<file path="src/rtl/uart_feeder_pkg.sv">
// Shared definitions for the UART word feeder.
// Contents:
//   WORD_W         width of a sensor word handed to the serializer
//   CNT_W          width of the completed-word counter
//   feeder_state_e handshake FSM states
package uart_feeder_pkg;

  localparam int WORD_W = 32;
  localparam int CNT_W  = 16;

  typedef enum logic [2:0] {
    S_IDLE,
    S_LOAD,
    S_REQ,
    S_WAIT,
    S_GAP
  } feeder_state_e;

endpackage

</file>
<file path="src/rtl/sync_fifo.sv">
// Single-clock FIFO used to buffer sensor words ahead of the serializer.
// The head entry is always visible on dout_o, and a pop advances to the next entry.
// Ports:
//   send_clk   clock, all logic on posedge
//   rst        synchronous, active-low reset (empties the FIFO)
//   wr_en_i    push wr_data_i; ignored while full
//   wr_data_i  data to push
//   rd_en_i    pop the head entry; ignored while empty
//   dout_o     current head entry
//   full_o     registered full flag
//   empty_o    no entries held
//   level_o    current occupancy, 0..DEPTH
module sync_fifo #(
  parameter int WIDTH = 32,
  parameter int DEPTH = 8
) (
  input  logic                     send_clk,
  input  logic                     rst,
  input  logic                     wr_en_i,
  input  logic [WIDTH-1:0]         wr_data_i,
  input  logic                     rd_en_i,
  output logic [WIDTH-1:0]         dout_o,
  output logic                     full_o,
  output logic                     empty_o,
  output logic [$clog2(DEPTH):0]   level_o
);

  localparam int PTR_W = $clog2(DEPTH);
  localparam int LVL_W = PTR_W + 1;

  logic [WIDTH-1:0] mem_q [DEPTH];
  logic [PTR_W-1:0] wr_ptr_q;
  logic [PTR_W-1:0] rd_ptr_q;
  logic [LVL_W-1:0] level_q;
  logic [LVL_W-1:0] level_d;
  logic             full_q;
  logic             push;
  logic             pop;

  // Writes are qualified by the registered full flag, so a write that lands while
  // full is dropped even if a pop frees a slot in the same cycle.
  assign push = wr_en_i && !full_q;
  assign pop  = rd_en_i && (level_q != '0);

  always_comb begin
    level_d = level_q;
    case ({push, pop})
      2'b10:   level_d = level_q + LVL_W'(1);
      2'b01:   level_d = level_q - LVL_W'(1);
      default: level_d = level_q;
    endcase
  end

  // Pointers wrap naturally because DEPTH is a power of two.
  always_ff @(posedge send_clk) begin
    if (!rst) begin
      wr_ptr_q <= '0;
      rd_ptr_q <= '0;
      level_q  <= '0;
      full_q   <= 1'b0;
    end else begin
      if (push) wr_ptr_q <= wr_ptr_q + PTR_W'(1);
      if (pop)  rd_ptr_q <= rd_ptr_q + PTR_W'(1);
      level_q <= level_d;
      full_q  <= (level_d == LVL_W'(DEPTH));
    end
  end

  // Storage needs no reset; resetting the pointers is enough to empty the FIFO.
  always_ff @(posedge send_clk) begin
    if (push) mem_q[wr_ptr_q] <= wr_data_i;
  end

  assign dout_o  = mem_q[rd_ptr_q];
  assign full_o  = full_q;
  assign empty_o = (level_q == '0);
  assign level_o = level_q;

endmodule

</file>
<file path="src/rtl/uart_word_feeder.sv">
// Upstream stage of the 32-bit UART serializer. Buffers sensor words in a FIFO and
// hands them one at a time to the serializer with a trans_ack pulse, waiting for the
// serializer's done level before the next word, with an idle gap in between.
// Ports:
//   send_clk      baud clock, all logic on posedge
//   rst           synchronous, active-low reset
//   wr_en_i       push wr_data_i into the FIFO
//   wr_data_i     sensor word to send
//   full_o        FIFO full
//   fifo_level_o  FIFO occupancy
//   tx_data_o     word presented to the serializer (held until the next load)
//   trans_ack_o   one-cycle start request to the serializer
//   tx_done_i     serializer done level
//   busy_o        feeder is not idle
//   overflow_o    sticky: a write arrived while full
//   timeout_err_o sticky: the serializer never completed a word
//   words_sent_o  completed word count, wraps
module uart_word_feeder
  import uart_feeder_pkg::*;
#(
  parameter int DEPTH      = 8,
  parameter int GAP_CYCLES = 2,
  parameter int TIMEOUT    = 63
) (
  input  logic                   send_clk,
  input  logic                   rst,
  input  logic                   wr_en_i,
  input  logic [WORD_W-1:0]      wr_data_i,
  output logic                   full_o,
  output logic [$clog2(DEPTH):0] fifo_level_o,
  output logic [WORD_W-1:0]      tx_data_o,
  output logic                   trans_ack_o,
  input  logic                   tx_done_i,
  output logic                   busy_o,
  output logic                   overflow_o,
  output logic                   timeout_err_o,
  output logic [CNT_W-1:0]       words_sent_o
);

  localparam int TMO_W = $clog2(TIMEOUT + 1);
  localparam int GAP_W = (GAP_CYCLES > 1) ? $clog2(GAP_CYCLES) : 1;

  feeder_state_e state_q;
  feeder_state_e state_d;

  logic [WORD_W-1:0] tx_data_q;
  logic [TMO_W-1:0]  tmo_cnt_q;
  logic [GAP_W-1:0]  gap_cnt_q;
  logic              seen_low_q;
  logic              overflow_q;
  logic              timeout_err_q;
  logic [CNT_W-1:0]  words_sent_q;

  logic [WORD_W-1:0] fifo_dout;
  logic              fifo_full;
  logic              fifo_empty;
  logic              fifo_rd;
  logic              trans_ack;
  logic              busy;
  logic              done_ok;
  logic              tmo_hit;
  logic              gap_last;

  sync_fifo #(
    .WIDTH(WORD_W),
    .DEPTH(DEPTH)
  ) u_fifo (
    .send_clk (send_clk),
    .rst      (rst),
    .wr_en_i  (wr_en_i),
    .wr_data_i(wr_data_i),
    .rd_en_i  (fifo_rd),
    .dout_o   (fifo_dout),
    .full_o   (fifo_full),
    .empty_o  (fifo_empty),
    .level_o  (fifo_level_o)
  );

  // Done only counts after the serializer has been seen low in this frame, so a done
  // level left over from the previous frame cannot complete the new word.
  assign done_ok  = tx_done_i && seen_low_q;
  assign tmo_hit  = (tmo_cnt_q == TMO_W'(TIMEOUT));
  assign gap_last = (gap_cnt_q == GAP_W'(GAP_CYCLES - 1));

  always_ff @(posedge send_clk) begin
    if (!rst) state_q <= S_IDLE;
    else      state_q <= state_d;
  end

  always_comb begin
    state_d = state_q;
    case (state_q)
      S_IDLE: if (!fifo_empty) state_d = S_LOAD;
      S_LOAD: state_d = S_REQ;
      S_REQ:  state_d = S_WAIT;
      S_WAIT: begin
        if (done_ok)      state_d = (GAP_CYCLES > 0) ? S_GAP : S_IDLE;
        else if (tmo_hit) state_d = S_IDLE;
      end
      S_GAP:  if (gap_last) state_d = S_IDLE;
      default: state_d = S_IDLE;
    endcase
  end

  always_comb begin
    trans_ack = (state_q == S_REQ);
    busy      = (state_q != S_IDLE);
    fifo_rd   = (state_q == S_LOAD);
  end

  // tx_data is loaded only in S_LOAD and otherwise held, because the serializer
  // samples it one cycle after trans_ack.
  always_ff @(posedge send_clk) begin
    if (!rst) begin
      tx_data_q     <= '0;
      tmo_cnt_q     <= '0;
      gap_cnt_q     <= '0;
      seen_low_q    <= 1'b0;
      overflow_q    <= 1'b0;
      timeout_err_q <= 1'b0;
      words_sent_q  <= '0;
    end else begin
      if (wr_en_i && fifo_full) overflow_q <= 1'b1;
      case (state_q)
        S_LOAD: tx_data_q <= fifo_dout;
        S_REQ: begin
          seen_low_q <= 1'b0;
          tmo_cnt_q  <= '0;
        end
        S_WAIT: begin
          if (!tx_done_i) seen_low_q <= 1'b1;
          if (!tmo_hit)   tmo_cnt_q  <= tmo_cnt_q + TMO_W'(1);
          gap_cnt_q <= '0;
          if (done_ok)      words_sent_q  <= words_sent_q + CNT_W'(1);
          else if (tmo_hit) timeout_err_q <= 1'b1;
        end
        S_GAP: gap_cnt_q <= gap_cnt_q + GAP_W'(1);
        default: begin
        end
      endcase
    end
  end

  assign full_o        = fifo_full;
  assign tx_data_o     = tx_data_q;
  assign trans_ack_o   = trans_ack;
  assign busy_o        = busy;
  assign overflow_o    = overflow_q;
  assign timeout_err_o = timeout_err_q;
  assign words_sent_o  = words_sent_q;

endmodule
</file>
<file path="config.mk">
export PLATFORM = sky130hd
export DESIGN_NAME = uart_word_feeder
export DESIGN_NICKNAME = d
export VERILOG_FILES = /design/src/rtl/uart_feeder_pkg.sv /design/src/rtl/sync_fifo.sv /design/src/rtl/uart_word_feeder.sv
export SDC_FILE = /design/constraint.sdc
export NUM_CORES = 1
export LEC_CHECK = 0
export ABC_AREA = 0
export CORE_MARGIN = 8
export CORE_UTILIZATION = 35
export CTS_CLUSTER_DIAMETER = 80
export DETAILED_ROUTE_END_ITERATION = 8
export PLACE_DENSITY = 0.52
export SLEW_MARGIN = 30
export SYNTH_ARGS = -nofsm -noshare
export SYNTH_HDL_FRONTEND = slang
export SYNTH_SLANG_ARGS = --single-unit
</file>
<file path="constraint.sdc">
create_clock -name send_clk -period 6.84 [get_ports send_clk]
set_input_delay 1.368 -clock send_clk [delete_from_list [all_inputs] [get_ports send_clk]]
set_output_delay 1.368 -clock send_clk [all_outputs]
set_load 0.005 [all_outputs]
</file>
After elaboration in Yosys (flattened, before gate mapping)

Memories as Yosys holds them, arrays and structs flattened. A register that Yosys moved wholly into a read port is not among the register bits.
Index checks and enable logic that the tools add are counted.

$add $sub $neg: 7
Eq/ne operators: 13
Bitwise operators: 1
Reductions and logical operators: 17
Multiplexer cells: 13

Operator list:

| kind                  | number |
|---|---|
| $add 16x1->16 const B | 1 |
| $pmux 3 s5            | 1 |
| $mux 3                | 4 |
| $pmux 6 s2            | 1 |
| $ne 2x2->1 const B    | 4 |
| $pmux 4 s2            | 1 |
| $add 3x1->3 const B   | 2 |
| $add 6x1->6 const B   | 1 |
| $eq 3x2->1 const B    | 2 |
| $eq 6x6->1 const B    | 1 |
| $mux 6                | 1 |
| $reduce_and 2->1      | 3 |
| $reduce_and 3->1      | 2 |
| $add 4x1->4 const B   | 1 |
| $eq 4x4->1 const B    | 1 |
| $logic_and 1x1->1     | 4 |
| $logic_not 4->1       | 1 |
| $pmux 1 s2            | 2 |
| $reduce_bool 2->1     | 2 |
| $reduce_bool 4->1     | 1 |
| $sub 4x1->4 const B   | 1 |
| $eq 3x1->1 const B    | 1 |
| $eq 3x3->1 const B    | 1 |
| $logic_not 3->1       | 1 |
| other kinds (8)       | 11 |

Flip-flop bits (word level): 40
Output and inout bits: 57
Memories kept: 1
Memory bits (writable): 256

Memories:

| memory       | depth | width | read ports | clocked after Yosys merged registers in | wr ports | RTL line        | text |
|---|---|---|---|---|---|---|---|
| u_fifo.mem_q | 8     | 32    | 1          | 1                                       | 1        | sync_fifo.sv:31 | `logic [WIDTH-1:0] mem_q [DEPTH];` |

Depth between registers and ports, before layout

Gate-level depths: netlist of run 1.

Word-level depth: 5
Depth in mapped cells: 12
Gate-level depth less buffers: 10

Modules after synthesis

Synthesis of run 1 repeated with hierarchy kept, for this count alone.

Cell total of the unflattened synthesis: 764
Area total of the unflattened synthesis: 12986.2 um^2

By module, submodules not included:

| module           | cells each | instances | area an instance (um^2) |
|---|---|---|---|
| sync_fifo        | 455        | 1         | 10495.1 |
| uart_word_feeder | 309        | 1         | 2491.1 |

Least setup slack after synthesis of run 1

OpenSTA, ideal clock, no wires.

Path type: input to register
From: input wr_en_i
To: memory u_fifo.mem_q[0][0], enable pin
Slack: 1.442 ns
Buffers on the path: 1
Setup time: 0.501 ns
Cell stages on the path: 4
Arrival time: 4.897 ns
Required time: 6.339 ns
Path through: nor2b_1 -> inv_1 -> buf_2 -> nor4_1

Longest elaborated chain between the ends: 3

RTL lines:

| element                      | RTL line               | text |
|---|---|---|
| start, declared              | uart_word_feeder.sv:27 | `input logic wr_en_i,` |
| $logic_and 1x1->1            | sync_fifo.sv:42        | `assign push = wr_en_i && !full_q;` |
| $mux 1                       | sync_fifo.sv:71        | `if (push) mem_q[wr_ptr_q] <= wr_data_i;` |
| $mux 1 (implied by the code) | sync_fifo.sv:71        |  |
| end, declared                | sync_fifo.sv:31        |  |

No other way between the ends.

Final worst setup path of run 1

From: input wr_en_i
To: register u_fifo.full_q (netlist: u_fifo.full_o)

Longest elaborated chain between the ends: 4
Elaborated cells on any way between the ends: 5
Classes of those cells: 3 x eq/ne; 1 x mux; 1 x reduce/logical

RTL lines:

| element                                  | RTL line        | text |
|---|---|---|
| $logic_and 1x1->1 (*)                    | sync_fifo.sv:42 |  |
| $eq 2x1->1 or $eq 2x2->1 (tied branches) | sync_fifo.sv:47 | `case ({push, pop})` |
| $pmux 4 s2 (*)                           | sync_fifo.sv:47 |  |
| $eq 4x4->1 (*)                           | sync_fifo.sv:65 | `full_q <= (level_d == LVL_W'(DEPTH));` |
| end signal, assigned                     | sync_fifo.sv:65 |  |
| end, declared                            | sync_fifo.sv:36 | `logic full_q;` |

Mark *: on every way between the ends. The rest lies on a longest branch, timed or not.
A chain may end at the register's enable or synchronous reset.

==> results of run 1 <==
==> logic make-up after synthesis <==
logic type / after synthesis / synth area share, %
AOI/OAI and AO/OA: 89 / 3.89
xor gates and xnor gates: 27 / 1.88
adders and majority gates: 6 / 0.598
buffers and inverters: 44 / 1.61
DFF: 328 / 72.7
muxes: 100 / 14.4
and+or+nand+nor: 111 / 4.94
==> synth_stat cells, drive strengths merged (5+ instances only) <==
cell	number
edfxtp	256
dfxtp	72
mux4	64
a21oi	39
o21ai	37
mux2i	36
and2	22
buf	22
nand2	18
clkbuf	16
nor2	16
xor2	14
xnor2	13
nor3	10
nor2b	9
nand3	8
nand4	7
ha	6
inv	6
a21boi	5
nor3b	5
==> worst max-delay path, delay by kind of cell <==
| kind | cells | cell delay [ns] |
|---|---|---|
| and+or+nand+nor | 3 | 0.86 |
| buffers and inverters | 2 | 0.83 |
| adders and majority gates | 1 | 0.51 |
| xor gates and xnor gates | 1 | 0.19 |
| muxes | 1 | 0.14 |
==> final cells by class <==
class / instances / area share (%)
tap: 461 / 3.75
timing repair buffer: 109 / 7.33
clock inverter: 15 / 1.20
inverter: 6 / 0.146
sequential: 328 / 59.4
clock buffer: 51 / 6.87
multi-input combinational: 333 / 21.3
==> per-stage QoR <==
stage                     cells  setup slack, ns  utilization, %
after CTS                  1303             3.27            43.3
after global routing       1303             3.14            43.4
final                      1303             3.34            43.4
after detailed placement   1237             2.76            39.8
after floorplan             705             1.44               -
after global placement     1233             2.80            39.5
==> power groups by stage <==
stage          Clock (uW)  Sequential (uW)  Combinational [uW]
2_1_floorplan           0             2380                 467
3_3_place_gp            0             2430                 757
3_5_place_dp            0             2430                 771
4_1_cts              2040             2390                 776
5_1_grt              2110             2400                 830
6_report             1980             2380                 755
==> per-layer routing <==
| layer | vias to the layer above | track usage, % | wire length, um |
|---|---|---|---|
| met2 | 139 | 21.2 | 13100 |
| met3 | 37 | 2.30 | 1020 |
| met4 | 0 | 3.57 | 541 |
| li1 | 2997 | - | - |
| met5 | - | 0 | 0 |
| met1 | 3309 | 16.5 | 12000 |
==> state kept, by name, summed over array words and instances, names as in the netlist <==
| register | flops |
|---|---|
| u_fifo.mem_q | 256 |
| tx_data_o | 32 |
| words_sent_o | 16 |
| tmo_cnt_q | 6 |
| u_fifo.level_o | 4 |
| state_q | 3 |
| u_fifo.rd_ptr_q | 3 |
| u_fifo.wr_ptr_q | 3 |
| gap_cnt_q | 1 |
| overflow_o | 1 |
| seen_low_q | 1 |
| timeout_err_o | 1 |
| u_fifo.full_o | 1 |
==> worst max path at each step <==
| stage | from | endpoint | slack, ns | depth (start not counted) |
|---|---|---|---|---|
| 4_1_cts | wr_en_i | u_fifo.mem_q[4][10] | 3.27 | 5 |
| 2_1_floorplan | wr_en_i | u_fifo.mem_q[0][0] | 1.44 | 4 |
| 3_5_place_dp | wr_en_i | u_fifo.mem_q[4][17] | 2.76 | 5 |
| 3_3_place_gp | wr_en_i | u_fifo.mem_q[4][17] | 2.80 | 5 |
| 5_1_grt | wr_en_i | u_fifo.full_o | 3.14 | 11 |
| 6_report | wr_en_i | u_fifo.full_o | 3.34 | 8 |
==> impl_metrics.yaml, run 1 <==
status:
  status: "finished clean"
yosys:
  synthCells: 705
  yosysTopAreaCell: "edfxtp_1"
  synth_seq_area_share_pct: 72.7
  ys_warn_count: 0
  yosysUniqueCellTypes: 44
  ys_ff_latch: 328
  synth_fp_nets: 747
  syn_area_per_cell_um2: 17.8
  synth_top_flop_cell: "edfxtp_1"
  synth_edf_count: 256
  synthArstFlopShare_pct: 0
  synth_area_mm2: 0.0126
  synth.area.top_cells: "edfxtp_1, dfxtp_1, mux4_2"
  yosysTopAreaCellShare_pct: 61.2
critical_path:
  rr_startpoint: "state_q[0]"
  r2r_end: "u_fifo.full_o"
  crit_chain: "clkdlybuf4s50_1 > nor2b_1 > inv_1 > ha_1 > nor3b_1 > xnor2_1 > mux2i_1 > and4b_1"
  startpoint_type: "input port"
  crit_path_top_delay_cell: "ha_1"
  r2r_slack_ns: 3.78
  ff2ff_path_depth: 11
  cp_max_fo: 11
  slowest_delay_ns: 0.51
  endpoint_kind: "flop"
  arrival_ns: 3.92
  crit_type: "input port to flop"
  cp.required_ns: 7.26
sta:
  fin_crit_sh_pct: 51.2
  max_freq_mhz: 285
  period_minus_slack_ns: 3.50
  tightest_slew_ns: 0.753
  slew_headroom_pct: 49.8
  hold_violations: 0
  setup-violations-final: 0
  drv_slew: 0
  tns_ns: 0
  whs_ns: 0.504
  rsz0062_at_grt: "false"
  finClkSkew_ns: 0.0209
run:
  cap_violations: 0
global_route:
  grt_first_pass_wirelength_mm: 41.1
  grt_max_degree: 71
  grt_pass1_vias: 6970
  grt-ovfl-total: 0
  grt.total_usage_pct: 12.6
  antenna_found_initial: 0
place:
  placed_cell_area_mm2: 0.0141
  dp.final_hpwl_mm: 15.9
  io_buffers: 92
  routabilityCongestion: 0.709
finish:
  fill_cells: 3069
  seqCellArea_mm2: 0.00914
  layout-drive-gt1-share_pct: 18.3
  final_common_cell: "edfxtp_1"
  fin_nets: 856
  area_growth_pct: 22.5
  diodes: 0
  fin_area_mm2: 0.0154
  multiInputGateArea_mm2: 0.00328
  layout_common_cells: "edfxtp_1, clkdlybuf4s50_1, dfxtp_1"
route:
  wl_per_cell_um: 20.4
  vias_per_cell: 4.97
  wl_mm: 26.6
  dr.first_iter.drc_count: 348
  final_antenna_net_count: 0
  drt_first_pass_iters: 4
  drc: 0
  vias: 6482
power:
  p_clk_share_pct: 38.7
  internal_power_uw: 3890
  peakVddDrop_mv: 0.215
  power_uw: 5120
  switching_power_uw: 1230
  leakage_uw: 0.00491
  seqPwrFrac_pct: 46.5
  netSwitchingFraction_pct: 24.0
  powerDensity_mw_per_mm2: 333
  comb_power_share_pct: 14.7
die:
  chipWidth_um: 205
  die_area_mm2: 0.0422
  die_h_um: 205
  initial_utilization_pct: 35.4
  fp.coreArea_mm2: 0.0355
  ios: 93
  rows: 69
clock_tree:
  cts_hold_buf: 0
  cts_resized: 0
  cts.sinks: 328
  cts_made_buffers: 36
  post_cts_buffers: 0
  cts_tree: "built"
  clockBufferDepth: 3
  htreeDepth: 2
  cts-root-buf: "clkbuf_16"
  clk_pin_slew_ns: 0.06
  clk_latency_ns: 0.52
min_path:
  hold_start: "tmo_cnt_q[1]"
  whs_path_depth: 2
  worst_hold_path.endpoint: "tmo_cnt_q[1]"
  hold_class: "flop to flop"
Power figures use the tool's default switching activity.
==> inputs of run 2 (changes only) <==
Settings changed: PLACE_DENSITY 0.52 to 0.54.
Clock period 6.84 ns to 2.9 ns, I/O delays scaled along.
==> run 2 against run 1 <==
Effect of this change:
- cell area up 0.47%
- largest cell class unchanged
- critical endpoint is now trans_ack_o
- non-clock buffer count rose by 11
- power increased by 130%
- via count up 0.43%
- clock-buffer cell count fell by 5
- combinational power up 140%
- setup slack worse by 2.9 ns
- routed wire length decreased by 3.0%
==> impl_metrics.yaml, run 2 (synthesized netlist as in run 1, its figures left out) <==
clock_tree:
  clk_pin_slew_ns: 0.06
  post_cts_buffers: 0
  clockBufferDepth: 3
  cts_resized: 0
  cts_hold_buf: 0
  htreeDepth: 2
  cts_tree: "built"
  cts.sinks: 328
  clk_latency_ns: 0.52
  cts_made_buffers: 37
  cts-root-buf: "clkbuf_16"
critical_path:
  crit_path_top_delay_cell: "clkdlybuf4s50_1"
  endpoint_kind: "primary output"
  crit_type: "flop to primary output"
  path_delay_family: "buffers and inverters"
  arrival_ns: 1.89
  cp_max_fo: 10
  startpoint_type: "flop"
  cp.required_ns: 2.32
  path_buf_inv: 2
  crit_chain: "nor2_1 > nand2_1 > inv_1 > clkdlybuf4s50_1"
  slowest_delay_ns: 0.49
  r2r_slack_ns: 0.51
route:
  wl_mm: 25.8
  wl_per_cell_um: 19.7
  drc: 0
  dr.first_iter.drc_count: 258
  vias_per_cell: 4.95
  vias: 6510
  final_antenna_net_count: 0
  drt_first_pass_iters: 4
min_path:
  hold_class: "flop to flop"
sta:
  max_freq_mhz: 406
  period_minus_slack_ns: 2.47
  drv_slew: 0
  tightest_slew_ns: 0.686
  finClkSkew_ns: 0.0145
  rsz0062_at_grt: "false"
  setup-violations-final: 0
  tns_ns: 0
  fin_crit_sh_pct: 85.0
  hold_violations: 0
  setup_ws_ns: 0.435
  slew_headroom_pct: 54.3
finish:
  largest_register: "u_fifo.mem_q"
  largest_reg_flops: 256
  layout_common_cells: "edfxtp_1, clkdlybuf4s50_1, dfxtp_1"
  fin_nets: 868
  fin_area_mm2: 0.0155
  area_growth_pct: 23.1
  diodes: 0
  layout-drive-gt1-share_pct: 18.5
  final_common_cell: "edfxtp_1"
die:
  fp.coreArea_mm2: 0.0355
  ios: 93
  initial_utilization_pct: 35.4
  rows: 69
  die_h_um: 205
  chipWidth_um: 205
  die_area_mm2: 0.0422
global_route:
  grt_max_degree: 70
  antenna_found_initial: 0
  grt.total_usage_pct: 12.3
  grt_first_pass_wirelength_mm: 40.6
  grt-ovfl-total: 0
  grt_pass1_vias: 6848
place:
  dp.final_hpwl_mm: 16.1
  placed_cell_area_mm2: 0.0143
  io_buffers: 92
  routabilityCongestion: 0.734
  dp_slack_ns: 0.189
power:
  peakVddDrop_mv: 0.405
  power_uw: 11900
  leakage_uw: 0.00494
  powerDensity_mw_per_mm2: 770
status:
  status: "finished clean"
run:
  cap_violations: 0
-- run 2: where the power goes --
part	internal [uW]	switching (uW)	leakage (uW)
Combinational	1020	791	0.00146
Clock	2660	1810	0.000570
Sequential	5380	227	0.00291
-- run 2: path summary, 6_finish.rpt --
| path | depth (start not counted) | to | startpoint |
|---|---|---|---|
| worst max-delay path | 4 | trans_ack_o | state_q[2] |
| worst min register to register | 2 | overflow_o | overflow_o |
| worst max register to register | 10 | u_fifo.full_o | u_fifo.level_o[1] |
| worst min-delay path | 2 | overflow_o | overflow_o |
-- run 2: routing by layer --
metal	routed length [um]	vias to the layer above	track usage, %	share of wire (%)
met4	456	0	3.42	1.8
met5	0	-	0	0
li1	-	3020	-	-
met3	1160	36	2.52	4.5
met1	11600	3340	16.3	45
met2	12600	114	20.4	49
-- run 2: final cells by class --
type	count	area [um2]
Clock inverter	20	205
Inverter	6	22.5
Sequential cell	328	9140
Clock buffer	46	970
Timing Repair Buffer	120	1250
Multi-Input combinational cell	333	3290
Fill cell	3138	20000
Tap cell	461	577
-- run 2: stage by stage --
step | hold WS, ns | utilization [%] | instances
2_1_floorplan | 0.461 | - | 705
3_3_place_gp | 0.472 | 40.2 | 1248
3_5_place_dp | 0.482 | 40.2 | 1248
4_1_cts | 0.490 | 43.6 | 1314
5_1_grt | 0.529 | 43.6 | 1314
6_report | 0.495 | 43.6 | 1314
-- run 2: worst reg2reg max path, cell delays in order, from the launching register on --
cell and delay, ns:
dfxtp_1 0.38, or4_4 0.57, and2_1 0.24, nand2_1 0.11, xnor2_1 0.07, ha_1 0.18, a21o_1 0.17, nand4_1 0.08
nor3b_2 0.19, xnor2_1 0.15, and4b_1 0.20
==> inputs of run 3 (changes only) <==
Settings changed: DONT_BUFFER_PORTS set to 1, PLACE_DENSITY 0.54 to 0.51.
==> run 3 against run 2 <==
Effect of this change:
- sequential cell count is the same
- clock-buffer cell count rose by 10
- routed wire length increased by 0.63%
- highest routed layer unchanged
==> impl_metrics.yaml, run 3 (synthesized netlist as in run 1, its figures left out) <==
power:
  switching_power_uw: 2700
  seqPwrFrac_pct: 50.4
  netSwitchingFraction_pct: 23.9
  comb_power_share_pct: 11.0
  powerDensity_mw_per_mm2: 782
  p_clk_share_pct: 38.6
  peakVddDrop_mv: 0.513
  leakage_uw: 0.00452
  internal_power_uw: 8590
route:
  vias_per_cell: 5.05
  dr.first_iter.drc_count: 323
  vias: 6120
  wl_mm: 26.0
  drc: 0
  final_antenna_net_count: 0
  drt_first_pass_iters: 4
  route.met3.wl_mm: 1.80
  met2RoutedLength_mm: 13.1
  wl_met1_mm: 10.7
  wl_per_cell_um: 21.5
  top_layer_used: "met4"
finish:
  multiInputGateArea_mm2: 0.00329
  fin_nets: 764
  diodes: 0
  largest_register: "u_fifo.mem_q"
  largest_reg_flops: 256
  stdcell_count: 1212
  seqCellArea_mm2: 0.00914
  area_growth_pct: 14.9
  fill_cells: 3130
  layout-drive-gt1-share_pct: 19.3
  fin_area_mm2: 0.0144
  layout_common_cells: "edfxtp_1, dfxtp_1, mux4_2"
  final_common_cell: "edfxtp_1"
critical_path:
  crit_top_cell: "xnor2_1"
  critical_path_depth: 10
  r2r_slack_ns: 0.34
  arrival_ns: 3.03
  startpoint: "u_fifo.level_o[1]"
  startpoint_type: "flop"
  path_delay_family: "simple AND/OR/NAND/NOR gates"
  slowest_delay_ns: 0.58
  ff2ff_path_depth: 10
  cp.required_ns: 3.37
  crit_chain: "or4_4 > and2_1 > nand2_1 > xnor2_1 > ha_1 > a21o_1 > nand4_1 > nor3b_2 > xnor2_1 > and4b_1"
  crit_type: "flop to flop"
  cp_max_fo: 8
  path_buf_inv: 0
  rr_startpoint: "u_fifo.level_o[1]"
  crit_path_top_delay_cell: "or4_4"
  endpoint_kind: "flop"
  r2r_end: "u_fifo.full_o"
clock_tree:
  cts-root-buf: "clkbuf_16"
  clk_pin_slew_ns: 0.06
  clk_latency_ns: 0.53
  htreeDepth: 2
  cts.sinks: 328
  cts_resized: 0
  clockBufferDepth: 3
  cts_hold_buf: 0
  cts_made_buffers: 37
  cts_tree: "built"
  post_cts_buffers: 0
sta:
  finClkSkew_ns: 0.0116
  max_freq_mhz: 391
  setup-violations-final: 0
  period_minus_slack_ns: 2.56
  whs_ns: 0.144
  fin_crit_sh_pct: 88.3
  slew_headroom_pct: 52.2
  setup_ws_ns: 0.341
  hold_violations: 0
  rsz0062_at_grt: "false"
  tightest_slew_ns: 0.718
  drv_slew: 0
global_route:
  grt.total_usage_pct: 12.5
  grt_first_pass_wirelength_mm: 40.2
  grt_pass1_vias: 6744
  antenna_found_initial: 0
  grt_max_degree: 70
  grt-ovfl-total: 0
min_path:
  hold_start: "wr_data_i[7]"
  worst_hold_path.endpoint: "u_fifo.mem_q[7][7]"
  whs_path_depth: 0
  hold_class: "input port to flop"
place:
  dp.final_hpwl_mm: 15.1
  placed_cell_area_mm2: 0.0133
  dp_slack_ns: 0.372
  io_buffers: 0
  dpl.cell_count: 1144
  routabilityCongestion: 0.766
die:
  ios: 93
  die_h_um: 205
  fp.coreArea_mm2: 0.0355
  chipWidth_um: 205
  rows: 69
  die_area_mm2: 0.0422
  initial_utilization_pct: 35.4
status:
  status: "finished clean"
run:
  cap_violations: 0
[run 3: cell count changes in the layout (fill, tap and decap cells not counted), sizes merged]
cell           change
clkdlybuf4s50     -91
clkbuf            +10
clkinv             -8
bufinv             -2
buf               -13
clkinvlp           +2
[run 3: power groups by stage]
stage | registers, uW | clock network, uW | logic [uW]
after floorplan | 5620 | 0 | 1100
after global placement | 5800 | 0 | 1260
after detailed placement | 5810 | 0 | 1280
after CTS | 5710 | 4490 | 1290
after global routing | 5750 | 4680 | 1400
final | 5690 | 4350 | 1250
[run 3: final cells by class]
class | count | area share (%)
flip-flops and latches | 328 | 63.3
multi-input cells | 333 | 22.8
repair buffers | 16 | 1.79
clock buffers | 56 | 7.13
well taps | 461 | 4.00
inverters | 6 | 0.156
clock inverters | 12 | 0.789
[run 3: worst max-delay path by stage]
stage / end / slack, ns
6_report: u_fifo.full_o / 0.34
5_1_grt: u_fifo.full_o / 0.19
4_1_cts: u_fifo.full_o / 0.34
3_5_place_dp: u_fifo.full_o / 0.37
3_3_place_gp: u_fifo.full_o / 0.48
2_1_floorplan: u_fifo.mem_q[1][0] / -0.86
[run 3: worst reg2reg max path, delay by kind of cell, from the launching register on]
family / cells / cell delay (ns)
XOR/XNOR: 2 / 0.35
flip-flops: 1 / 0.40
AND/OR/NAND/NOR: 6 / 1.48
AO/OA/AOI/OAI: 1 / 0.11
adder cells (fa/ha/maj): 1 / 0.17
[run 3: metrics by stage]
stage,total power [uW],utilization [%],setup TNS (ns)
floorplan,6720,-,-93.51
global placement,7060,37.4,0
detailed placement,7090,37.4,0
CTS,11500,40.7,0
global route,11800,40.7,0
finish,11300,40.7,0
[run 3: routing by layer]
| layer | GRT usage (%) | vias to the layer above |
|---|---|---|
| li1 | - | 2812 |
| met1 | 14.7 | 3132 |
| met2 | 21.7 | 137 |
| met3 | 4.03 | 39 |
| met4 | 3.63 | 0 |
| met5 | 0 | - |
